File: src/rtl/seven_segment_scan_controller.sv
// Time-multiplexed seven-segment scanner with a shadow/active glyph buffer swapped at frame boundaries.
// Optional leading-zero suppression is enabled by defining SEVEN_SEG_LZ_BLANK_EN.
module seven_segment_scan_controller #(
    parameter int N_DIGITS     = 4,
    parameter int DIGIT_CYCLES = 1000,
    parameter int BLANK_CYCLES = 16
) (
    input  logic                        clock,
    input  logic                        reset,
    input  logic                        wr_en,
    input  logic [$clog2(N_DIGITS)-1:0] wr_idx,
    input  logic [4:0]                  wr_data,
    input  logic                        commit,
    output logic                        commit_pending,
    output logic [6:0]                  abcdefg,
    output logic [N_DIGITS-1:0]         digit_en,
    output logic                        frame_start
);

    localparam int IDX_W   = $clog2(N_DIGITS);
    localparam int MAX_CYC = (DIGIT_CYCLES > BLANK_CYCLES) ? DIGIT_CYCLES : BLANK_CYCLES;
    localparam int CNT_W   = $clog2(MAX_CYC + 1);
    localparam logic [4:0] GLYPH_BLANK = 5'h10;

    typedef enum logic {
        ST_SHOW,
        ST_BLANK
    } state_t;

    state_t             state, state_nxt;
    logic [IDX_W-1:0]   idx, idx_nxt;
    logic [CNT_W-1:0]   cnt, cnt_nxt;
    logic [4:0]         shadow [N_DIGITS];
    logic [4:0]         active [N_DIGITS];
    logic [4:0]         view   [N_DIGITS];
    logic [N_DIGITS-1:0] lz_mask;
    logic               boundary;
    logic               swap;
    logic               wr_ok;
    logic [4:0]         code_nxt;
    logic [6:0]         seg_nxt;
    logic [N_DIGITS-1:0] en_nxt;
    logic               pending_nxt;

    function automatic logic [6:0] decode(input logic [4:0] code);
        logic [6:0] seg;
        seg = 7'b0000000;
        if (!code[4]) begin
            case (code[3:0])
                4'h0: seg = 7'b1111110;
                4'h1: seg = 7'b0110000;
                4'h2: seg = 7'b1101101;
                4'h3: seg = 7'b1111001;
                4'h4: seg = 7'b0110011;
                4'h5: seg = 7'b1011011;
                4'h6: seg = 7'b1011111;
                4'h7: seg = 7'b1110000;
                4'h8: seg = 7'b1111111;
                4'h9: seg = 7'b1111011;
                4'hA: seg = 7'b1110111;
                4'hB: seg = 7'b0011111;
                4'hC: seg = 7'b1001110;
                4'hD: seg = 7'b0111101;
                4'hE: seg = 7'b1001111;
                default: seg = 7'b1000111;
            endcase
        end
        return seg;
    endfunction

    // Scan sequencing: each phase counts 0..LEN-1, then hands over.
    always_comb begin
        state_nxt = state;
        idx_nxt   = idx;
        cnt_nxt   = cnt + 1'b1;
        case (state)
            ST_SHOW: begin
                if (cnt == CNT_W'(DIGIT_CYCLES - 1)) begin
                    state_nxt = ST_BLANK;
                    cnt_nxt   = '0;
                end
            end
            default: begin
                if (cnt == CNT_W'(BLANK_CYCLES - 1)) begin
                    state_nxt = ST_SHOW;
                    cnt_nxt   = '0;
                    idx_nxt   = (idx == IDX_W'(N_DIGITS - 1)) ? '0 : idx + 1'b1;
                end
            end
        endcase
    end

    // The frame boundary is the register edge that enters SHOW of digit 0.
    always_comb begin
        boundary = (state == ST_BLANK) && (state_nxt == ST_SHOW) && (idx_nxt == '0);
        swap     = boundary && commit_pending;
        wr_ok    = wr_en && (int'(wr_idx) < N_DIGITS);
        for (int i = 0; i < N_DIGITS; i++) begin
            view[i] = swap ? shadow[i] : active[i];
        end
    end

`ifdef SEVEN_SEG_LZ_BLANK_EN
    logic lz_run;
    always_comb begin
        lz_run  = 1'b1;
        lz_mask = '0;
        for (int i = N_DIGITS - 1; i >= 1; i--) begin
            lz_run     = lz_run && (view[i] == 5'h00);
            lz_mask[i] = lz_run;
        end
    end
`else
    always_comb begin
        lz_mask = '0;
    end
`endif

    // Outputs are precomputed from the next state so the registered pins line up with the FSM.
    always_comb begin
        code_nxt = lz_mask[idx_nxt] ? GLYPH_BLANK : view[idx_nxt];
        seg_nxt  = (state_nxt == ST_SHOW) ? decode(code_nxt) : 7'b0000000;
        en_nxt   = (state_nxt == ST_SHOW) ? (N_DIGITS'(1) << idx_nxt) : '0;
        pending_nxt = commit_pending;
        if (swap) begin
            pending_nxt = 1'b0;
        end
        if (commit) begin
            pending_nxt = 1'b1;
        end
    end

    always_ff @(posedge clock) begin
        if (reset) begin
            state          <= ST_BLANK;
            idx            <= IDX_W'(N_DIGITS - 1);
            cnt            <= '0;
            commit_pending <= 1'b0;
            abcdefg        <= 7'b0000000;
            digit_en       <= '0;
            frame_start    <= 1'b0;
            // NOTE: the glyph buffers are reset on purpose so a reset always blanks the display.
            for (int i = 0; i < N_DIGITS; i++) begin
                shadow[i] <= GLYPH_BLANK;
                active[i] <= GLYPH_BLANK;
            end
        end else begin
            state          <= state_nxt;
            idx            <= idx_nxt;
            cnt            <= cnt_nxt;
            commit_pending <= pending_nxt;
            abcdefg        <= seg_nxt;
            digit_en       <= en_nxt;
            frame_start    <= boundary;
            for (int i = 0; i < N_DIGITS; i++) begin
                active[i] <= view[i];
            end
            // Swap reads the old shadow, so a same-edge write lands only in shadow.
            if (wr_ok) begin
                shadow[wr_idx] <= wr_data;
            end
        end
    end

endmodule
File: config.mk
export PLATFORM = sky130hd
export DESIGN_NAME = seven_segment_scan_controller
export DESIGN_NICKNAME = d
export VERILOG_FILES = /design/src/rtl/seven_segment_scan_controller.sv
export SDC_FILE = /design/constraint.sdc
export NUM_CORES = 1
export LEC_CHECK = 0
export ABC_AREA = 1
export CORE_MARGIN = 8
export CORE_UTILIZATION = 62
export CTS_CLUSTER_SIZE = 8
export DETAILED_ROUTE_END_ITERATION = 16
export PLACE_DENSITY = 0.89
export SETUP_SLACK_MARGIN = 0.4
export SLEW_MARGIN = 20
export SYNTH_ARGS = -nofsm -noshare
export SYNTH_HDL_FRONTEND = slang
export SYNTH_SLANG_ARGS = --single-unit
File: constraint.sdc
create_clock -name clock -period 6.5 [get_ports clock]
set_input_delay 0.65 -clock clock [delete_from_list [all_inputs] [get_ports clock]]
set_output_delay 0.65 -clock clock [all_outputs]
set_load 0.01 [all_outputs]
==> impl_metrics.py <==
metrics = {
    "drt": {
        "drt_first_pass_iters": 5,
        "wl_per_cell_um": 13.3,
        "wl_mm": 6.10,
        "route.detailed.drc": 0,
        "vias_per_cell": 5.23,
        "dr_total_vias": 2397,
        "drt_iter0_drc": 164,
        "ant_nets": 0,
    },
    "sta": {
        "finalHoldViolations": 0,
        "fin_tns_setup_ns": 0,
        "fmax_mhz": 349,
        "rsz0062_at_grt": "no",
        "tightest_slew_ns": 0.821,
        "slew-limit-headroom": 0.451,
        "period_needed_ns": 2.87,
        "finalSetupViolations": 0,
        "fin_skew_ns": 0.00938,
        "hold_ws_ns": 0.453,
        "report.final.slew_viol_count": 0,
        "min_period_over_period": 0.441,
    },
    "logic_synthesis": {
        "yosysUniqueCellTypes": 35,
        "ys_seq_area_frac": 0.508,
        "avgSynthCellArea_um2": 8.05,
        "yosysMostFrequentCell": "nand2_1",
        "synth_top_area_frac": 0.308,
        "netlist_area_um2": 2990,
        "synth_area_leader_cell": "dfxtp_1",
        "synth.net_count": 392,
        "ys.flop_type": "dfxtp_1",
        "yosysWarnings": 0,
        "synthTopCellsByArea": "dfxtp_1, edfxtp_1, nand2_1",
        "synth_edf_count": 20,
        "yosys_register_bits": 66,
        "syn_inst": 372,
        "synthTopCellsByCount": "nand2_1, nor2_1, dfxtp_1, inv_1, nand3_1",
        "ys_async_sr_fraction": 0,
    },
    "clock_tree": {
        "cts.path.max_buffers": 2,
        "root_buffer": "clkbuf_8",
        "htree_levels": 3,
        "cts_made_buffers": 9,
        "postCtsHoldBufs": 0,
        "cts.sink_count": 66,
        "clk_latency_ns": 0.34,
        "cts_tree": "yes",
        "postCtsSetupBuffers": 0,
        "path_clk_slew_ns": 0.07,
        "cts_repair_resize_count": 0,
    },
    "worst_setup_path": {
        "crit_family": "simple AND/OR/NAND/NOR gates",
        "start_kind": "register",
        "slowest_delay_ns": 0.40,
        "path_cells": "ha_1 > nand2_2 > nor2_4 > nand2_1 > nand2_1 > nand2_1 > inv_2 > nand2_1 > nand3_1 > nand2_1 > inv_2 > ha_1 > inv_1 > nand3_1 > nand2_1 > a21oi_1 > nor2_1",
        "cp.arrival_ns": 3.11,
        "crit_type": "register to register",
        "required_ns": 6.74,
        "slowest_stage": "dfxtp_1",
        "crit_top_cell": "nand2_1",
        "critPathBufInv": 3,
        "end_kind": "register",
        "cp_max_fo": 12,
    },
    "placed_design": {
        "place_area_um2": 3240,
        "gp_congestion": 0.818,
        "numPortBuffers": 23,
        "hpwl_mm": 4.26,
    },
    "run_status": {
        "outcome": "finished, final reports clean",
    },
    "run": {
        "max_cap_viol_count": 0,
    },
    "cells_and_area": {
        "nFillCells": 354,
        "n_antenna_cell": 0,
        "post-route-util": 0.733,
        "nNetsFinal": 419,
        "drive_above_1_share": 0.101,
        "areaGrowthSynthToFinish_pct": 14.9,
        "final_cell_area_um2": 3440,
    },
    "floorplan": {
        "die_y_um": 85.5,
        "ios": 24,
        "dieWidth_um": 85.5,
        "start_util": 0.638,
        "core_um2": 4690,
        "rows": 25,
        "die-area_um2": 7310,
    },
    "worst_hold_path": {
        "hold_class": "register to register",
    },
    "grt": {
        "grt_pass1_wl_mm": 10.1,
        "grt-ovfl-total": 0,
        "grt_max_degree": 23,
        "first_global_vias": 2254,
        "grt_usage": 0.174,
        "antenna_found_initial": 0,
    },
    "pwr": {
        "powerDensity_nw_per_um2": 234,
        "ir_worst_vdd_v": 0.000161,
        "leakage_nw": 1.48,
    },
}
[tightest hold or removal path: stages, from the launching register on]
cell and delay, ns:
dfxtp_1 0.31, a21boi_1 0.07, nand2_1 0.05
[cells by family after synthesis]
logic type	share of synthesized area
buf+inv	0.0757
simple gates	0.300
xor+xnor	0.0117
compound gates	0.0665
flops	0.508
fa+ha+maj	0.0376
[where the power goes]
part           switching, W  leakage [nW]  total (W)  internal (W)
sequential       0.00000520         0.567   0.000441      0.000435
clock              0.000163        0.0990   0.000339      0.000176
combinational     0.0000169         0.817  0.0000267    0.00000987
[flip-flops by register name (all words and copies together) (netlist names)]
register,cells
digit_en,4
idx,2
state,1
active,20
abcdefg,7
commit_pending,1
shadow,20
cnt,10
frame_start,1
[routing by layer]
| metal | share of wire | wire, um | global-route usage | vias up |
|---|---|---|---|---|
| met1 | 0.42 | 2590 | 0.193 | 1083 |
| met3 | 0.056 | 344 | 0.0434 | 10 |
| li1 | - | - | - | 1221 |
| met4 | 0.012 | 74 | 0.0717 | 0 |
| met2 | 0.51 | 3090 | 0.310 | 83 |
| met5 | 0 | 0 | 0 | - |
[layout make-up]
cell class                 count  area, um2  area share
clock buffer                   9        124      0.0360
clock inverter                 7       70.1      0.0204
inverter                      48        180      0.0524
sequential                    66       1520       0.443
tap                           54       67.6      0.0197
multi-input combinational    251       1240       0.362
timing repair buffer          23        230      0.0670
[worst paths after layout]
path,endpoint,slack (ns),depth (start not counted),start
max,abcdefg[0],3.63,17,cnt[0]
min reg2reg,active[0][4],0.45,2,active[0][4]
min,active[0][4],0.45,2,active[0][4]
max reg2reg,abcdefg[0],3.63,17,cnt[0]
[per-stage QoR]
step / setup slack, ns / total power [W] / instances
3_3_place_gp: 3.70 / 0.000475 / 442
6_report: 3.63 / 0.000806 / 458
3_5_place_dp: 3.59 / 0.000476 / 442
4_1_cts: 3.67 / 0.000807 / 458
2_1_floorplan: 4.10 / 0.000463 / 372
5_1_grt: 3.35 / 0.000830 / 458
[cell usage in the layout, fill, tap and decap left out, types with 2 or more instances in the layout]
master           Yosys  final
nand3_1             23     23
nand3_2              3      3
dfxtp_1             46     46
ha_1                 9      9
xor2_1               2      2
clkbuf_8             0      9
inv_2                6      6
nor2_1              56     56
o21ai_2              2      2
nor3_1               5      5
nand2_2              4      4
a21boi_1             4      4
inv_1               42     42
clkdlybuf4s50_1      0     23
clkinv_2             0      3
nor2_4               3      3
o21ai_0              3      3
edfxtp_1            20     20
a21oi_2              3      3
xnor2_1              2      2
nand2_1            106    106
clkinv_4             0      2
o21ai_1              3      3
a21oi_1             13     13
(Power assumes the default switching activity.)
